`config.mk`:
```
export PLATFORM = sky130hd
export DESIGN_NAME = pe_array_ctrl
export DESIGN_NICKNAME = d
export VERILOG_FILES = /design/src/rtl/pe_array_pkg.sv /design/src/rtl/pe_ctrl_delay.sv /design/src/rtl/pe_array_ctrl.sv
export SDC_FILE = /design/constraint.sdc
export NUM_CORES = 1
export LEC_CHECK = 0
export CAP_MARGIN = 0
export CORE_AREA = 2 2 509 511
export CTS_BUF_LIST = sky130_fd_sc_hd__clkbuf_2
export DETAILED_ROUTE_END_ITERATION = 8
export DIE_AREA = 0 0 511 513
export DONT_BUFFER_PORTS = 1
export PLACE_DENSITY = 0.3
export SLEW_MARGIN = 15
export SYNTH_ARGS = -nofsm -noshare
export SYNTH_HDL_FRONTEND = slang
export SYNTH_SLANG_ARGS = --single-unit
```
`constraint.sdc`:
```
create_clock -name clk -period 3.15 [get_ports clk]
set_clock_uncertainty 0.1 [all_clocks]
set_input_delay 0.7875 -clock clk [delete_from_list [all_inputs] [get_ports clk]]
set_output_delay 0.7875 -clock clk [all_outputs]
set_load 0.01 [all_outputs]
```
`src/rtl/pe_array_pkg.sv`:
```
// pe_array_pkg
// Shared definitions for the PE array controller: default operand width,
// array dimension and pipeline latency, the controller state encoding,
// lane-vector types for the default geometry, the 16-bit counter type and
// the {valid,last} tag carried through the result delay line.
package pe_array_pkg;

  localparam int W_DEF   = 8;
  localparam int N_DEF   = 16;
  localparam int LAT_DEF = 2 * N_DEF - 1;
  localparam int CNT_W   = 16;

  typedef enum logic [1:0] {
    IDLE   = 2'd0,
    LOAD_W = 2'd1,
    STREAM = 2'd2,
    DRAIN  = 2'd3
  } state_t;

  // Lane vectors for the default geometry: N operands and N accumulators.
  typedef logic [N_DEF*W_DEF-1:0]   lane_w_t;
  typedef logic [N_DEF*2*W_DEF-1:0] lane_acc_t;

  typedef logic [CNT_W-1:0] cnt_t;

  // One delay-line stage: a beat is in flight, and whether it closes the job.
  typedef struct packed {
    logic valid;
    logic last;
  } tag_t;

endpackage

```
`src/rtl/pe_ctrl_delay.sv`:
```
// pe_ctrl_delay
// LAT-deep shift register tracking which cycles carry a live activation beat
// through the PE array, so the controller knows when pe_c_out is meaningful.
// Ports:
//   clk       clock, rising edge
//   rst       synchronous active-low clear of every stage
//   in_valid  a beat is being presented to the array this cycle
//   in_last   that beat is the final one of the job
//   out_valid tail stage holds a beat (pe_c_out is valid now)
//   out_last  tail beat is the final one
//   empty     no stage holds a beat
module pe_ctrl_delay
  import pe_array_pkg::*;
#(
  parameter int LAT = LAT_DEF
) (
  input  logic clk,
  input  logic rst,
  input  logic in_valid,
  input  logic in_last,
  output logic out_valid,
  output logic out_last,
  output logic empty
);

  tag_t           tag_w [LAT];
  logic [LAT-1:0] valid_vec;

  genvar gi;
  generate
    for (gi = 0; gi < LAT; gi++) begin : g_stage
      tag_t tag_reg;

      if (gi == 0) begin : g_head
        always_ff @(posedge clk) begin
          if (!rst) begin
            tag_reg <= '0;
          end else begin
            // last is only meaningful alongside valid
            tag_reg <= '{valid: in_valid, last: in_valid & in_last};
          end
        end
      end else begin : g_body
        always_ff @(posedge clk) begin
          if (!rst) begin
            tag_reg <= '0;
          end else begin
            tag_reg <= tag_w[gi-1];
          end
        end
      end

      assign tag_w[gi]     = tag_reg;
      assign valid_vec[gi] = tag_reg.valid;
    end
  endgenerate

  assign out_valid = tag_w[LAT-1].valid;
  assign out_last  = tag_w[LAT-1].last;
  assign empty     = ~|valid_vec;

endmodule

```
`src/rtl/pe_array_ctrl.sv`:
```
// pe_array_ctrl
// Sequences a weight-stationary N x N PE array: loads N weight rows, streams
// num_vecs activation vectors, and returns one result vector per activation
// on a backpressure-free output stream.
// Ports:
//   clk, rst                 clock / synchronous active-low reset
//   start, num_vecs          job request (IDLE only) and activation count
//   busy, done               job in progress / one-cycle completion pulse
//   w_valid/w_ready/w_data   weight-row stream (accepted in LOAD_W)
//   x_valid/x_ready/x_data   activation stream (accepted in STREAM)
//   pe_a_in, pe_stationary   weight row and its load strobe to the array
//   pe_b_in, pe_c_in         activation lanes and partial-sum inputs (0)
//   pe_c_out                 array result, valid LAT cycles after pe_b_in
//   y_valid/y_data/y_last    result stream
module pe_array_ctrl
  import pe_array_pkg::*;
#(
  parameter int W   = W_DEF,
  parameter int N   = N_DEF,
  parameter int LAT = 2 * N - 1
) (
  input  logic             clk,
  input  logic             rst,
  input  logic             start,
  input  logic [15:0]      num_vecs,
  output logic             busy,
  output logic             done,
  input  logic             w_valid,
  output logic             w_ready,
  input  logic [N*W-1:0]   w_data,
  input  logic             x_valid,
  output logic             x_ready,
  input  logic [N*W-1:0]   x_data,
  output logic [N*W-1:0]   pe_a_in,
  output logic [N*W-1:0]   pe_b_in,
  output logic [N*2*W-1:0] pe_c_in,
  output logic             pe_stationary,
  input  logic [N*2*W-1:0] pe_c_out,
  output logic             y_valid,
  output logic [N*2*W-1:0] y_data,
  output logic             y_last
);

  localparam cnt_t LAST_ROW = cnt_t'(N - 1);

  state_t state_reg, state_next;

  cnt_t num_vecs_reg;
  cnt_t row_cnt_reg;
  cnt_t vec_cnt_reg;

  logic [N*W-1:0]   pe_a_reg;
  logic [N*W-1:0]   pe_b_reg;
  logic             stationary_reg;
  logic             b_valid_reg;
  logic             b_last_reg;
  logic             y_valid_reg;
  logic             y_last_reg;
  logic [N*2*W-1:0] y_data_reg;
  logic             done_reg;

  logic w_hs, x_hs;
  logic last_row, last_vec;
  logic dly_valid, dly_last, dly_empty;
  logic drain_empty;

  assign w_hs     = w_valid & w_ready;
  assign x_hs     = x_valid & x_ready;
  assign last_row = (row_cnt_reg == LAST_ROW);
  assign last_vec = (vec_cnt_reg == num_vecs_reg - cnt_t'(1));

  // A beat registered into pe_b_in this cycle enters the delay line only at
  // the next edge, so it must also hold off the drain exit.
  assign drain_empty = dly_empty & ~b_valid_reg;

  // ---------------- FSM: state register ----------------
  always_ff @(posedge clk) begin
    if (!rst) begin
      state_reg <= IDLE;
    end else begin
      state_reg <= state_next;
    end
  end

  // ---------------- FSM: next state ----------------
  always_comb begin
    state_next = state_reg;
    case (state_reg)
      IDLE: begin
        if (start) state_next = LOAD_W;
      end
      LOAD_W: begin
        if (w_hs && last_row) begin
          state_next = (num_vecs_reg == '0) ? DRAIN : STREAM;
        end
      end
      STREAM: begin
        if (x_hs && last_vec) state_next = DRAIN;
      end
      DRAIN: begin
        if (drain_empty) state_next = IDLE;
      end
      default: state_next = IDLE;
    endcase
  end

  // ---------------- FSM: outputs ----------------
  always_comb begin
    busy    = 1'b0;
    w_ready = 1'b0;
    x_ready = 1'b0;
    case (state_reg)
      IDLE:    ;
      LOAD_W:  begin busy = 1'b1; w_ready = 1'b1; end
      STREAM:  begin busy = 1'b1; x_ready = 1'b1; end
      DRAIN:   busy = 1'b1;
      default: ;
    endcase
  end

  // ---------------- datapath ----------------
  always_ff @(posedge clk) begin
    if (!rst) begin
      num_vecs_reg   <= '0;
      row_cnt_reg    <= '0;
      vec_cnt_reg    <= '0;
      pe_a_reg       <= '0;
      pe_b_reg       <= '0;
      stationary_reg <= 1'b0;
      b_valid_reg    <= 1'b0;
      b_last_reg     <= 1'b0;
      y_valid_reg    <= 1'b0;
      y_last_reg     <= 1'b0;
      y_data_reg     <= '0;
      done_reg       <= 1'b0;
    end else begin
      // done rises on the same edge that returns the FSM to IDLE
      done_reg <= (state_reg == DRAIN) && drain_empty;

      if (state_reg == IDLE && start) begin
        num_vecs_reg <= num_vecs;
        row_cnt_reg  <= '0;
        vec_cnt_reg  <= '0;
      end else begin
        if (w_hs) row_cnt_reg <= row_cnt_reg + cnt_t'(1);
        if (x_hs) vec_cnt_reg <= vec_cnt_reg + cnt_t'(1);
      end

      // Weight row is held on pe_a_in; the strobe marks the load cycle only.
      stationary_reg <= w_hs;
      if (w_hs) pe_a_reg <= w_data;

      // Idle activation cycles present zeros so the array sees bubbles.
      b_valid_reg <= x_hs;
      b_last_reg  <= x_hs & last_vec;
      pe_b_reg    <= x_hs ? x_data : '0;

      y_valid_reg <= dly_valid;
      y_last_reg  <= dly_valid & dly_last;
      if (dly_valid) y_data_reg <= pe_c_out;
    end
  end

  pe_ctrl_delay #(
    .LAT (LAT)
  ) u_delay (
    .clk       (clk),
    .rst       (rst),
    .in_valid  (b_valid_reg),
    .in_last   (b_last_reg),
    .out_valid (dly_valid),
    .out_last  (dly_last),
    .empty     (dly_empty)
  );

  assign done          = done_reg;
  assign pe_a_in       = pe_a_reg;
  assign pe_b_in       = pe_b_reg;
  assign pe_c_in       = '0;
  assign pe_stationary = stationary_reg;
  assign y_valid       = y_valid_reg;
  assign y_data        = y_data_reg;
  assign y_last        = y_last_reg;

endmodule

```
==> results, run 1 <==
- The H-tree depth reported by CTS is 4.
- For this run, asynchronously set or reset flops after synthesis account for 0%.
- The cell area after placement is between 20,000 and 30,000 µm².
- The largest total area in the synthesized netlist belongs to dfxtp_1.
- The maximum root-to-sink buffer count is 4.
- The I/O pin count is 1,308.
- From bottom edge to top edge, the die measures between 500 and 600 µm.
- The post-CTS repair timing setup buffer count is 5.
- The unique cell type count in the Yosys netlist is 53.
- The starting utilization of the core area is 9.09%.
- The clock net in this run drives a total of 630 sinks.
- Ranked by total cell area, the synthesized netlist is headed by dfxtp_1, mux2i_1, buf_4.
- After clock tree synthesis, the flow added hold-fix buffers numbering about 1,200.
- The stage where the flow stopped is clock tree synthesis.
- Clock tree synthesis selected as its root buffer the cell clkbuf_2.
- The number of port buffers is 0.
- The final weighted congestion in routability-driven placement is just over 0.8.
- The sequential element share of the synthesized area is 54.2%.
- The share of Yosys cell area claimed by the top area cell type is 54.2%.
- The first error in the log reads "[ERROR RSZ-0060] Max buffer count reached".
- TritonCTS created approximately 190 clock buffers.
- The row count is between 150 and 200.
- The yosys synthesis warning count is 0.
- The mapped netlist covers 23,300 µm².
- Synthesis produced 2,423 cells.
- Dividing the synthesized area by the synthesized cell count gives approximately 9.6 µm².
- The chip width is slightly above 500 µm.
- Summed over all nets, the half-perimeter wirelength after detailed placement is 94.5 mm.
- Synthesis inferred 630 register bits.
- The flow did not finish.
- The most used flip-flop cell after synthesis is dfxtp_1.
- The post-CTS resize count is 745.
- Counting flops with a built-in enable in the synthesized netlist gives 0.
-- cells by family after synthesis --
group | share of synthesized area (%)
adders and majority gates | 0.484
other | 0.0161
AOI/OAI and AO/OA | 4.23
muxes | 11.1
buffers and inverters | 10.9
DFF | 54.2
xor gates and xnor gates | 1.79
and+or+nand+nor | 17.2
-- synth_stat cells (all sizes together), types with 2 or more instances --
| cell type | instances |
|---|---|
| a211oi | 2 |
| buf | 292 |
| mux2i | 259 |
| nand2 | 326 |
| xor2 | 27 |
| and2 | 66 |
| o21bai | 2 |
| and3 | 138 |
| ha | 9 |
| o21ai | 8 |
| dfxtp | 630 |
| nand4 | 8 |
| o211ai | 3 |
| xnor2 | 18 |
| nor4 | 16 |
| o2111ai | 2 |
| o31a | 2 |
| clkbuf | 117 |
| nor2 | 292 |
| or4 | 4 |
| inv | 9 |
| or3 | 5 |
| nand3 | 9 |
| a21oi | 154 |
| nor3 | 9 |
-- through the flow --
step                util, %  setup WS (ns)  cells
detailed placement     10.3          0.515   5681
global placement       10.3          0.552   5681
floorplan                 -          0.663   2678
==> inputs of run 2 (changes only) <==
CORE_AREA = 2 2 508 510   (was 2 2 509 511)
CTS_BUF_LIST = unset   (was sky130_fd_sc_hd__clkbuf_2)
DIE_AREA = 0 0 510 512   (was 0 0 511 513)
PLACE_DENSITY = unset   (was 0.3)
PLACE_DENSITY_LB_ADDON = 0.15   (was unset)
==> run 2 against run 1 <==
Against the previous run:
- the run now ends clean
- synthesized cell count is the same
- synthesized area is the same
==> results, run 2 <==
- The worst voltage drop across the vdd grid is 0.000356 V.
- The kind of launch point of the worst setup path is a flip-flop.
- The routed design has 120 mm of wire.
- The yosys synthesis warning count is 0 (unchanged).
- The actual transition at the worst max-transition pin is between 0.9 and 1 ns.
- The clock buffer count from CTS was 84 (was 192).
- The sequential element share of the synthesized area came to 54.2% (unchanged).
- The total via count in the routed design is ~16,000.
- Global routing used 8.65% of the available tracks across all layers.
- The via count of the first global-routing pass is 15,868.
- The post-synthesis simple-gate area fraction is 17.2% (unchanged).
- The final weighted congestion in routability-driven placement is 0.759 (was 0.813).
- The post-CTS repair timing setup buffer count was 0 (was 5).
- The mean area per synthesized cell is 9.61 µm² (unchanged).
- Clock latency on the worst-skew pair, taken at its later pin, is 0.72 ns.
- The synthesized flop and latch total was 630 (unchanged).
- The hold violation total from the final report is 0.
- The share of Yosys cell area claimed by the top area cell type was 54.2% (unchanged).
- Leaving out fill and tap cells, the most frequent cells in the layout are dfxtp_1, nand2_1, nor2_1, mux2i_1, conb_1.
- The worst path required time is 3.70 ns.
- The fraction of registers with async set/reset is 0% (unchanged).
- The worst hold-check path type is in -> reg.
- The number of enable flip-flop cells after synthesis is 0 (unchanged).
- The most used flip-flop cell after synthesis is dfxtp_1 (unchanged).
- The top achievable clock speed is 0.370 GHz.
- The post-synthesis cell count is 2,423 (unchanged).
- Entering global routing, the biggest net connects 163 pins.
- The I/O pin count was 1,308 (unchanged).
- At the worst endpoint, the arrival time is 3.25 ns.
- At the end of the flow, the number of nets in the layout was 2,994.
- The worst hold slack after final layout is ~0.11 ns.
- The synthesized-area fraction occupied by adder cells was 0.484% (unchanged).
- For this run, design rule violations remaining after detail routing come to 0.
- Across the run, the number of max-cap violations was 0.
- The largest family of logic cells by synthesized area is simple AND/OR/NAND/NOR gates (unchanged).
- The cell at the root of the clock tree is clkbuf_16 (was clkbuf_2).
- The most common cell after layout, fill and taps aside is dfxtp_1.
- The row count came to 186 (unchanged).
- The area growth from synthesis to final layout is 28.2%.
- The leakage power total is 10.4 nW.
- The worst path needs 2.70 ns of the cycle, external delays included.
- The power per cell area is a little under 700 nW/µm².
- Of the available clock period, the critical path in the final layout requires about 86%.
- The category of the critical setup timing path is reg -> reg.
- The first-pass GRT wire length is 151 mm.
- The number of setup violations in the final report is 0.
- The final max-slew violation count is 0.
- The unique cell type count in the Yosys netlist is 53 (unchanged).
- Setup repair after global routing left no endpoint under its margin.
- Counting the fill cells in the layout gives slightly below 30,000.
- The slowest stage of the critical path belongs to the cell or4_2.
- The critical path's largest stage delay is 0.58 ns.
- The number of nets still failing antenna checks after routing is 0.
- The die boundary height came to 512 µm (was 513 µm).
- The maximum root-to-sink buffer count was 3 (was 4).
- The H-tree depth reported by CTS is 3 (was 4).
- The register with the most flip-flops in the layout has 256 of them.
- Setup total negative slack on the finished layout was measured at 0 ns.
- The critical path capture point type is a flip-flop.
- The signal on the critical path passes through inv_1 > ha_1 > nand2_1 > or4_2 > a211oi_2 > o2111ai_2 > a21oi_2 > mux2i_1.
- The number of antenna violations at the first check in global routing is just over 50.
- In this run the tightest slew margin relative to its limit is 35.8%.
- Of all nets on the critical path, the largest fanout is 10.
- The cell area after synthesis is 23,300 µm² (unchanged).
- Most numerous cell types in the synthesized netlist: dfxtp_1, nand2_1, nor2_1 (unchanged).
- The mux contribution to synthesized area came to 11.1% (unchanged).
- The number of DRC markers after the initial detailed-route iteration is around 790.
- The most common cell in the synthesized netlist is dfxtp_1 (unchanged).
- Ranking of synthesized cells by area: dfxtp_1, mux2i_1, buf_4 (unchanged).
- The share of cells above drive strength 1 is 7.28%.
- The starting utilization of the core area is 9.10% (was 9.09%).
- The number of port buffers is 0 (unchanged).
- The clock net sink count is 630 (unchanged).
- The total half-perimeter wirelength after legalization and detailed placement came to 95.5 mm (was 94.5 mm).
- The chip width was 510 µm (was 511 µm).
- The mean routed wirelength per cell is 20.3 µm.
- The clock transition at the register clock pins on the worst setup and hold paths after CTS is 0.06 ns.
- The CTS tree is built.
- The compound-cell area share of the yosys netlist is 4.23% (unchanged).
- The ratio of routed vias to standard cells is about 2.7.
- The fraction of synthesized cell area in xor and xnor cells is 1.79% (unchanged).
- The top cell type by total area after synthesis is dfxtp_1 (unchanged).
- Result of the run: completed (was stopped before the end).
- The floorplan step defined a die boundary enclosing between 200,000 and 300,000 µm².
- The total overflow reported by the global router is 0.
- The area inside the core boundary is about 260,000 µm².
- The pre-antenna-repair detailed-routing pass consisted of 4 iterations.
-- run 2: cell counts after synthesis --
No cell type changed its count.
-- run 2: kinds of logic after synthesis --
| group | count (synthesis) |
|---|---|
| buf+inv | 418 |
| compound gates | 179 |
| xor+xnor | 46 |
| simple gates | 881 |
| mux | 259 |
| flops | 630 |
| other cells | 1 |
| fa+ha+maj | 9 |
-- run 2: worst paths after layout --
| check | from | endpoint | slack [ns] | cells after the start |
|---|---|---|---|---|
| hold reg to reg | u_delay.g_stage[4].tag_reg[0]$_SDFF_PN0_ | u_delay.g_stage[5].tag_reg[0]$_SDFF_PN0_ | 0.32 | 1 |
| setup reg to reg | num_vecs_reg[1]$_SDFFE_PN0P_ | state_reg[0]$_SDFFE_PN0P_ | 0.45 | 8 |
| hold / removal | w_data[109] | pe_a_in[109]$_SDFFE_PN0P_ | 0.11 | 2 |
| setup / recovery | num_vecs_reg[1]$_SDFFE_PN0P_ | state_reg[0]$_SDFFE_PN0P_ | 0.45 | 8 |
-- run 2: power breakdown --
group / switching (mW) / total [mW] / internal, mW / leakage [nW]
Combinational: 1.31 / 1.95 / 0.642 / 4.00
Clock: 4.20 / 9.86 / 5.67 / 1.36
Sequential: 0.492 / 8.80 / 8.31 / 5.09
Total: 5.99 / 20.6 / 14.6 / 10.4
-- run 2: per-layer routing --
layer  vias up  wire (µm)  GRT usage, %
li1       7501          -             -
met1      7350      34900          6.98
met2       986      57500          14.8
met3       200      23400          7.55
met4        14       4050          3.50
met5         -         83             0
-- run 2: worst max-delay path, delay by kind of cell, from the launching register on --
kind                     cells  cell delay (ns)
AO/OA/AOI/OAI                3             0.75
adder cells (fa/ha/maj)      1             0.43
buffers and inverters        1             0.10
flip-flops                   1             0.37
multiplexers                 1             0.20
AND/OR/NAND/NOR              2             0.67
-- run 2: timing repair --
| action | CTS | global route |
|---|---|---|
| hold endpoints to repair | 72 | 0 |
| setup endpoints to repair | 0 | 0 |
| resized for setup | 0 | 0 |
| hold buffers | 62 | 0 |
-- run 2: layout make-up --
cell class                      count  area, µm²  area share [%]
Timing Repair Buffer               97       1010            3.38
Clock inverter                     32        444            1.49
Tap cell                         3384       4230            14.2
Antenna cell                       11       27.5          0.0922
Clock buffer                      117       2380            7.97
Multi-Input combinational cell   1630       9090            30.5
Inverter                            9       41.3           0.138
Sequential cell                   630      12600            42.3
-- run 2: per-stage QoR --
step / power [mW] / std cells / instance area [µm²] / setup WS (ns) / util (%)
5_1_grt: 21.7 / 5904 / 29800 / 0.244 / 11.7
4_1_cts: 21.3 / 5899 / 29800 / 0.437 / 11.7
3_3_place_gp: 11.0 / 5688 / 26400 / 0.449 / 10.3
2_1_floorplan: 10.4 / 2678 / 24200 / 0.663 / -
3_5_place_dp: 10.9 / 5688 / 26400 / 0.490 / 10.3
6_report: 20.6 / 5910 / 29800 / 0.450 / 11.7
No activity file was read; power rests on OpenSTA's default activity.
